==> src/rtl/secded_decoder_if.sv <==
// Handshake bundle for the SECDED decoder: codeword in, decoded word out.
interface secded_decoder_if;
   logic       in_valid;
   logic       in_ready;
   logic [7:0] in_code;
   logic       out_valid;
   logic       out_ready;
   logic [3:0] out_data;
   logic [2:0] out_syn;
   logic       out_sgl;
   logic       out_dbl;

   // Producer of codewords / consumer of decoded words
   modport master (
      output in_valid, in_code, out_ready,
      input  in_ready, out_valid, out_data, out_syn, out_sgl, out_dbl
   );

   // The decoder itself
   modport slave (
      input  in_valid, in_code, out_ready,
      output in_ready, out_valid, out_data, out_syn, out_sgl, out_dbl
   );
endinterface

==> src/rtl/secded_decoder.sv <==
// Extended-Hamming (8,4) SECDED decoder, two-stage valid/ready pipeline.
// Stage 1 holds the raw codeword with its syndrome and overall parity;
// stage 2 holds the corrected data and error flags. Saturating counters
// tally single / double error words as they leave the block.
module secded_decoder #(
   parameter int CNT_W = 8
) (
   input  logic             clk,
   input  logic             rstn,
   secded_decoder_if.slave  bus,
   input  logic             cnt_clr,
   output logic [CNT_W-1:0] cnt_sgl,
   output logic [CNT_W-1:0] cnt_dbl
);

   // codeword layout: [7]=d3 [6]=d2 [5]=d1 [4]=p4 [3]=d0 [2]=p2 [1]=p1 [0]=p0
   logic       s1_valid;
   logic [7:0] s1_code;
   logic [2:0] s1_syn;
   logic       s1_par;

   logic       out_valid;
   logic [3:0] out_data;
   logic [2:0] out_syn;
   logic       out_sgl;
   logic       out_dbl;

   logic       s1_load;
   logic       s2_load;
   logic       out_hs;
   logic [2:0] in_syn;
   logic       in_par;
   logic [7:0] fixed;
   logic       fix_sgl;
   logic       fix_dbl;

   // Backpressure ripples from the output; in_ready never looks at in_valid.
   assign s2_load      = !out_valid || bus.out_ready;
   assign s1_load      = !s1_valid || s2_load;
   assign bus.in_ready = s1_load;
   assign out_hs       = out_valid && bus.out_ready;

   assign bus.out_valid = out_valid;
   assign bus.out_data  = out_data;
   assign bus.out_syn   = out_syn;
   assign bus.out_sgl   = out_sgl;
   assign bus.out_dbl   = out_dbl;

   // Syndrome bits and overall parity of the incoming codeword
   always_comb begin
      in_syn[0] = bus.in_code[1] ^ bus.in_code[3] ^ bus.in_code[5] ^ bus.in_code[7];
      in_syn[1] = bus.in_code[2] ^ bus.in_code[3] ^ bus.in_code[6] ^ bus.in_code[7];
      in_syn[2] = bus.in_code[4] ^ bus.in_code[5] ^ bus.in_code[6] ^ bus.in_code[7];
      in_par    = ^bus.in_code;
   end

   // Stage 1: capture codeword, syndrome and parity
   always_ff @(posedge clk or negedge rstn) begin
      if (!rstn) begin
         s1_valid <= 1'b0;
         s1_code  <= '0;
         s1_syn   <= '0;
         s1_par   <= 1'b0;
      end else if (s1_load) begin
         s1_valid <= bus.in_valid;
         if (bus.in_valid) begin
            s1_code <= bus.in_code;
            s1_syn  <= in_syn;
            s1_par  <= in_par;
         end
      end
   end

   // Classify and correct: odd parity means one flipped bit at position s
   // (s==0 is p0 itself); even parity with nonzero s is uncorrectable.
   always_comb begin
      fixed   = s1_code;
      fix_sgl = 1'b0;
      fix_dbl = 1'b0;
      if (s1_par) begin
         fix_sgl = 1'b1;
         fixed   = s1_code ^ (8'd1 << s1_syn);
      end else if (s1_syn != 3'd0) begin
         fix_dbl = 1'b1;
      end
   end

   // Stage 2: register decoded word; holds steady while the consumer stalls
   always_ff @(posedge clk or negedge rstn) begin
      if (!rstn) begin
         out_valid <= 1'b0;
         out_data  <= '0;
         out_syn   <= '0;
         out_sgl   <= 1'b0;
         out_dbl   <= 1'b0;
      end else if (s2_load) begin
         out_valid <= s1_valid;
         if (s1_valid) begin
            out_data <= {fixed[7], fixed[6], fixed[5], fixed[3]};
            out_syn  <= s1_syn;
            out_sgl  <= fix_sgl;
            out_dbl  <= fix_dbl;
         end
      end
   end

   // Saturating event counters; clear beats a same-cycle increment
   always_ff @(posedge clk or negedge rstn) begin
      if (!rstn) begin
         cnt_sgl <= '0;
         cnt_dbl <= '0;
      end else if (cnt_clr) begin
         cnt_sgl <= '0;
         cnt_dbl <= '0;
      end else if (out_hs) begin
         if (out_sgl && (cnt_sgl != '1)) cnt_sgl <= cnt_sgl + 1'b1;
         if (out_dbl && (cnt_dbl != '1)) cnt_dbl <= cnt_dbl + 1'b1;
      end
   end

endmodule

==> src/flat_wrapper.sv <==
// flat-port wrapper written by rule: the top's interface ports become plain ports
module secded_decoder_flat 
#(
   parameter int CNT_W = 8
)
  (clk, rstn, cnt_clr, cnt_sgl, cnt_dbl, bus_in_valid, bus_in_code, bus_out_ready, bus_in_ready, bus_out_valid, bus_out_data, bus_out_syn, bus_out_sgl, bus_out_dbl);
  secded_decoder_if bus_i ();
  input  logic clk;
  input  logic rstn;
  input  logic cnt_clr;
  output logic [CNT_W-1:0] cnt_sgl;
  output logic [CNT_W-1:0] cnt_dbl;
  input wire logic [$bits(bus_i.in_valid)-1:0] bus_in_valid;
  input wire logic [$bits(bus_i.in_code)-1:0] bus_in_code;
  input wire logic [$bits(bus_i.out_ready)-1:0] bus_out_ready;
  output wire logic [$bits(bus_i.in_ready)-1:0] bus_in_ready;
  output wire logic [$bits(bus_i.out_valid)-1:0] bus_out_valid;
  output wire logic [$bits(bus_i.out_data)-1:0] bus_out_data;
  output wire logic [$bits(bus_i.out_syn)-1:0] bus_out_syn;
  output wire logic [$bits(bus_i.out_sgl)-1:0] bus_out_sgl;
  output wire logic [$bits(bus_i.out_dbl)-1:0] bus_out_dbl;
  assign bus_i.in_valid = bus_in_valid;
  assign bus_i.in_code = bus_in_code;
  assign bus_i.out_ready = bus_out_ready;
  assign bus_in_ready = bus_i.in_ready;
  assign bus_out_valid = bus_i.out_valid;
  assign bus_out_data = bus_i.out_data;
  assign bus_out_syn = bus_i.out_syn;
  assign bus_out_sgl = bus_i.out_sgl;
  assign bus_out_dbl = bus_i.out_dbl;
  secded_decoder #(.CNT_W(CNT_W)) u_core (.clk(clk), .rstn(rstn), .bus(bus_i), .cnt_clr(cnt_clr), .cnt_sgl(cnt_sgl), .cnt_dbl(cnt_dbl));
endmodule
==> config.mk <==
export PLATFORM = sky130hd
export DESIGN_NAME = secded_decoder_flat
export DESIGN_NICKNAME = d
export VERILOG_FILES = /design/src/rtl/secded_decoder_if.sv /design/src/rtl/secded_decoder.sv /design/src/flat_wrapper.sv
export SDC_FILE = /design/constraint.sdc
export NUM_CORES = 1
export LEC_CHECK = 0
export ABC_AREA = 1
export BUFFER_PORTS_ARGS = -buffer_cell sky130_fd_sc_hd__buf_2
export CAP_MARGIN = 5
export CORE_MARGIN = 4
export CORE_UTILIZATION = 38
export CTS_CLUSTER_SIZE = 8
export DETAILED_ROUTE_END_ITERATION = 10
export PLACE_DENSITY = 0.6
export SYNTH_ARGS = -nofsm -noshare
export SYNTH_HDL_FRONTEND = slang
export SYNTH_SLANG_ARGS = --single-unit
==> constraint.sdc <==
create_clock -name clk -period 2.3 [get_ports clk]
set_input_delay 0.46 -clock clk [delete_from_list [all_inputs] [get_ports clk]]
set_output_delay 0.46 -clock clk [all_outputs]
set_load 0.005 [all_outputs]
==> reports/qor.txt <==
Status: finished, final reports clean
Post-DRT Antenna Nets: 0
Worst Clk Skew: 0.007117 ns
H-tree Lvls: 2
Syn Area/Cell: 7.740 sq um
Initial antenna violation count: 0
Synth area leaders: dfrtp_1 46%, nand2_1 16%, inv_1 5.1%, o21ai_1 4.7%, nand3_1 4.2%
Fin nets: 305
CTS clk-pin slew, worst paths: 0.07 ns
Slew HR: 0.4902
Crit path max fanout: 5
Die width: 78.93 microns
Port bufs: 39
RSZ-0062 raised after global routing: no
Worst Setup Slack, final: 0.8191 ns
Gate Count Post-Synth: 247
Die Height: 78.93 microns
Final min period: 1.481 ns
Vias per std cell: 4.564
Register area: 875.8 sq um
Yosys warns: 0
Pwr Density: 755.2 mW/mm^2
Post-Syn Area: 0.001912 sq mm
CP Launch Type: flop
Number of CTS-inserted buffers: 5
Wire per inst: 10.67 microns
TritonCTS clock tree: built
Post-DP HPWL: 2921 microns
Total Wirelength: 3820 microns
Worst-Margin Slew: 0.7647 ns
Initial drt markers: 54
PostCTS Resize Cnt: 0
CTS root buf: clkbuf_8
Post-Place Setup Slack: 0.8796 ns
Max Cap Viol: 0
Core area: 0.004786 sq mm
Fin crit share: 0.6439
Global Route Usage Sum: 0.1388
Total I/O pin count: 40
First-pass detailed-route iteration total: 4
GRT overflow: 0
Final hold vios: 0
Area growth syn-to-layout: 19.83%
Die area: 0.006230 sq mm
Yosys reg bits: 35
Vias: 1,634
Setup TNS: 0 ns
Row count: 25
Register area share after synthesis: 0.4581
Clk_lat worst skew: 0.29 ns
Crit path DAT: 1.02 ns
First-pass GRT wire length: 6886 microns
Crit. End Element: primary output
Max Clock Freq: 675.3 MHz
Layout cells sized above 1: 0.2302
HP Class: primary input to async pin
Initial Util: 0.3995
Syn_nets: 262
Hold-fix buffers, CTS: 0
Clock net sink count: 35
CP required: 1.84 ns
Multi-input gate area: 897.1 sq um
Pin count of the biggest net entering global routing: 36
Leakage: 1.246 nW
CTS Buffer Depth: 2
Vias in the first global route: 1,596
Peak supply drop: 0.0002473 V
# fillers: 498
Crit path kind: flop to primary output
Netlist cell types: 26
Postcts setup bufs: 0
Share of Yosys cell area claimed by the top area cell type: 0.4581
Endpoints failing setup: 0
Final Wtd Congestion: 0.8179
Residual DRC: 0
Slew Limit Fails: 0
Yosys top cell by area: dfrtp_1
# diodes: 0
[placed cells by master (no fill, tap or decap), drive strengths merged]
cell type	count
nor2	15
inv	31
o21ai	21
xnor2	9
o21bai	1
clkinv	2
nor3	3
nand3	16
ha	2
dfrtp	35
xor2	6
bufinv	1
a21oi	7
a22o	1
buf	39
nand4	3
nand2	91
clkbuf	6
o211ai	2
[worst paths after layout]
check,from,to,slack [ns],cells after the start
setup / recovery,u_core.bus.out_valid,bus_in_ready,0.82,2
hold / removal,rstn,u_core.cnt_dbl[1],0.24,1
setup reg to reg,u_core.cnt_dbl[0],u_core.cnt_dbl[6],0.87,7
hold reg to reg,u_core.bus.out_data[2],u_core.bus.out_data[2],0.49,2
max in group asynchronous,rstn,u_core.bus.out_valid,1.57,1
min in group clk,cnt_clr,u_core.cnt_sgl[0],0.43,2
[final cells by class]
cell class | instances | share of cell area
Clock buffer | 6 | 0.03605
Clock inverter | 2 | 0.01529
Inverter | 32 | 0.05298
Multi-Input combinational cell | 177 | 0.3916
Sequential cell | 35 | 0.3823
Tap cell | 67 | 0.03659
Timing Repair Buffer | 39 | 0.08520
[per-stage QoR]
stage                     hold slack [ns]    util  std cells  total power, W  instance area (sq um)
after floorplan                    0.1644       -        247        0.001026                   1912
after global placement             0.4763  0.4541        350        0.001177                   2173
after detailed placement           0.4826  0.4541        350        0.001181                   2173
after CTS                          0.2745  0.4787        358        0.001760                   2291
after global routing               0.2994  0.4787        358        0.001853                   2291
final                              0.2401  0.4787        358        0.001730                   2291
[metal layers]
metal,vias to the layer above,track usage,routed length [microns]
li1,869,-,-
met1,726,0.1612,1761
met2,32,0.2436,1774
met3,7,0.04195,220
met4,0,0.04639,63
met5,-,0,0
[cells by family (layout without fill, tap and decap cells)]
kind of cell | after synthesis | count (layout) | share of synthesized area
fa+ha+maj | 2 | 2 | 0.01309
flops | 35 | 35 | 0.4581
simple gates | 128 | 128 | 0.2899
compound gates | 32 | 32 | 0.09752
buf+inv | 35 | 79 | 0.07264
xor+xnor | 15 | 15 | 0.06872
[synth_stat cells]
master and count:
o21ai_2 1, nor3_2 1, inv_2 5, xnor2_1 9
clkinv_2 1, o211ai_1 2, xor2_1 6, ha_1 2
o21bai_1 1, a21oi_1 6, buf_4 1, inv_1 26
nand4_1 3, buf_2 2, nand2_1 84, nand2_2 5
dfrtp_1 35, a22o_1 1, nor3_1 2, a21oi_4 1
o21ai_1 18, nor2_1 11, nor2_2 4, nand3_1 16
nand2_4 2, o21ai_0 2
[critical path, cell delays in order (launching register included)]
cell	delay [ns]
dfrtp_1	0.41
nand3_1	0.16
buf_2	0.17
[sequential cells by signal (all words and copies together) (netlist names)]
signal and flops:
u_core.bus.out_data 4, u_core.s1_valid 1, u_core.s1_par 1, u_core.bus.out_dbl 1
u_core.bus.out_syn 3, u_core.s1_syn 3, u_core.s1_code 4, u_core.cnt_sgl 8
u_core.bus.out_valid 1, u_core.cnt_dbl 8, u_core.bus.out_sgl 1
[report_power, final]
group          internal, W  switching, W  leakage, nW
Combinational     0.000156      0.000210        0.732
Sequential        0.000714     0.0000802        0.453
Clock             0.000351      0.000220       0.0612
Total              0.00122      0.000510         1.25
No activity file was read; power rests on OpenSTA's default activity.
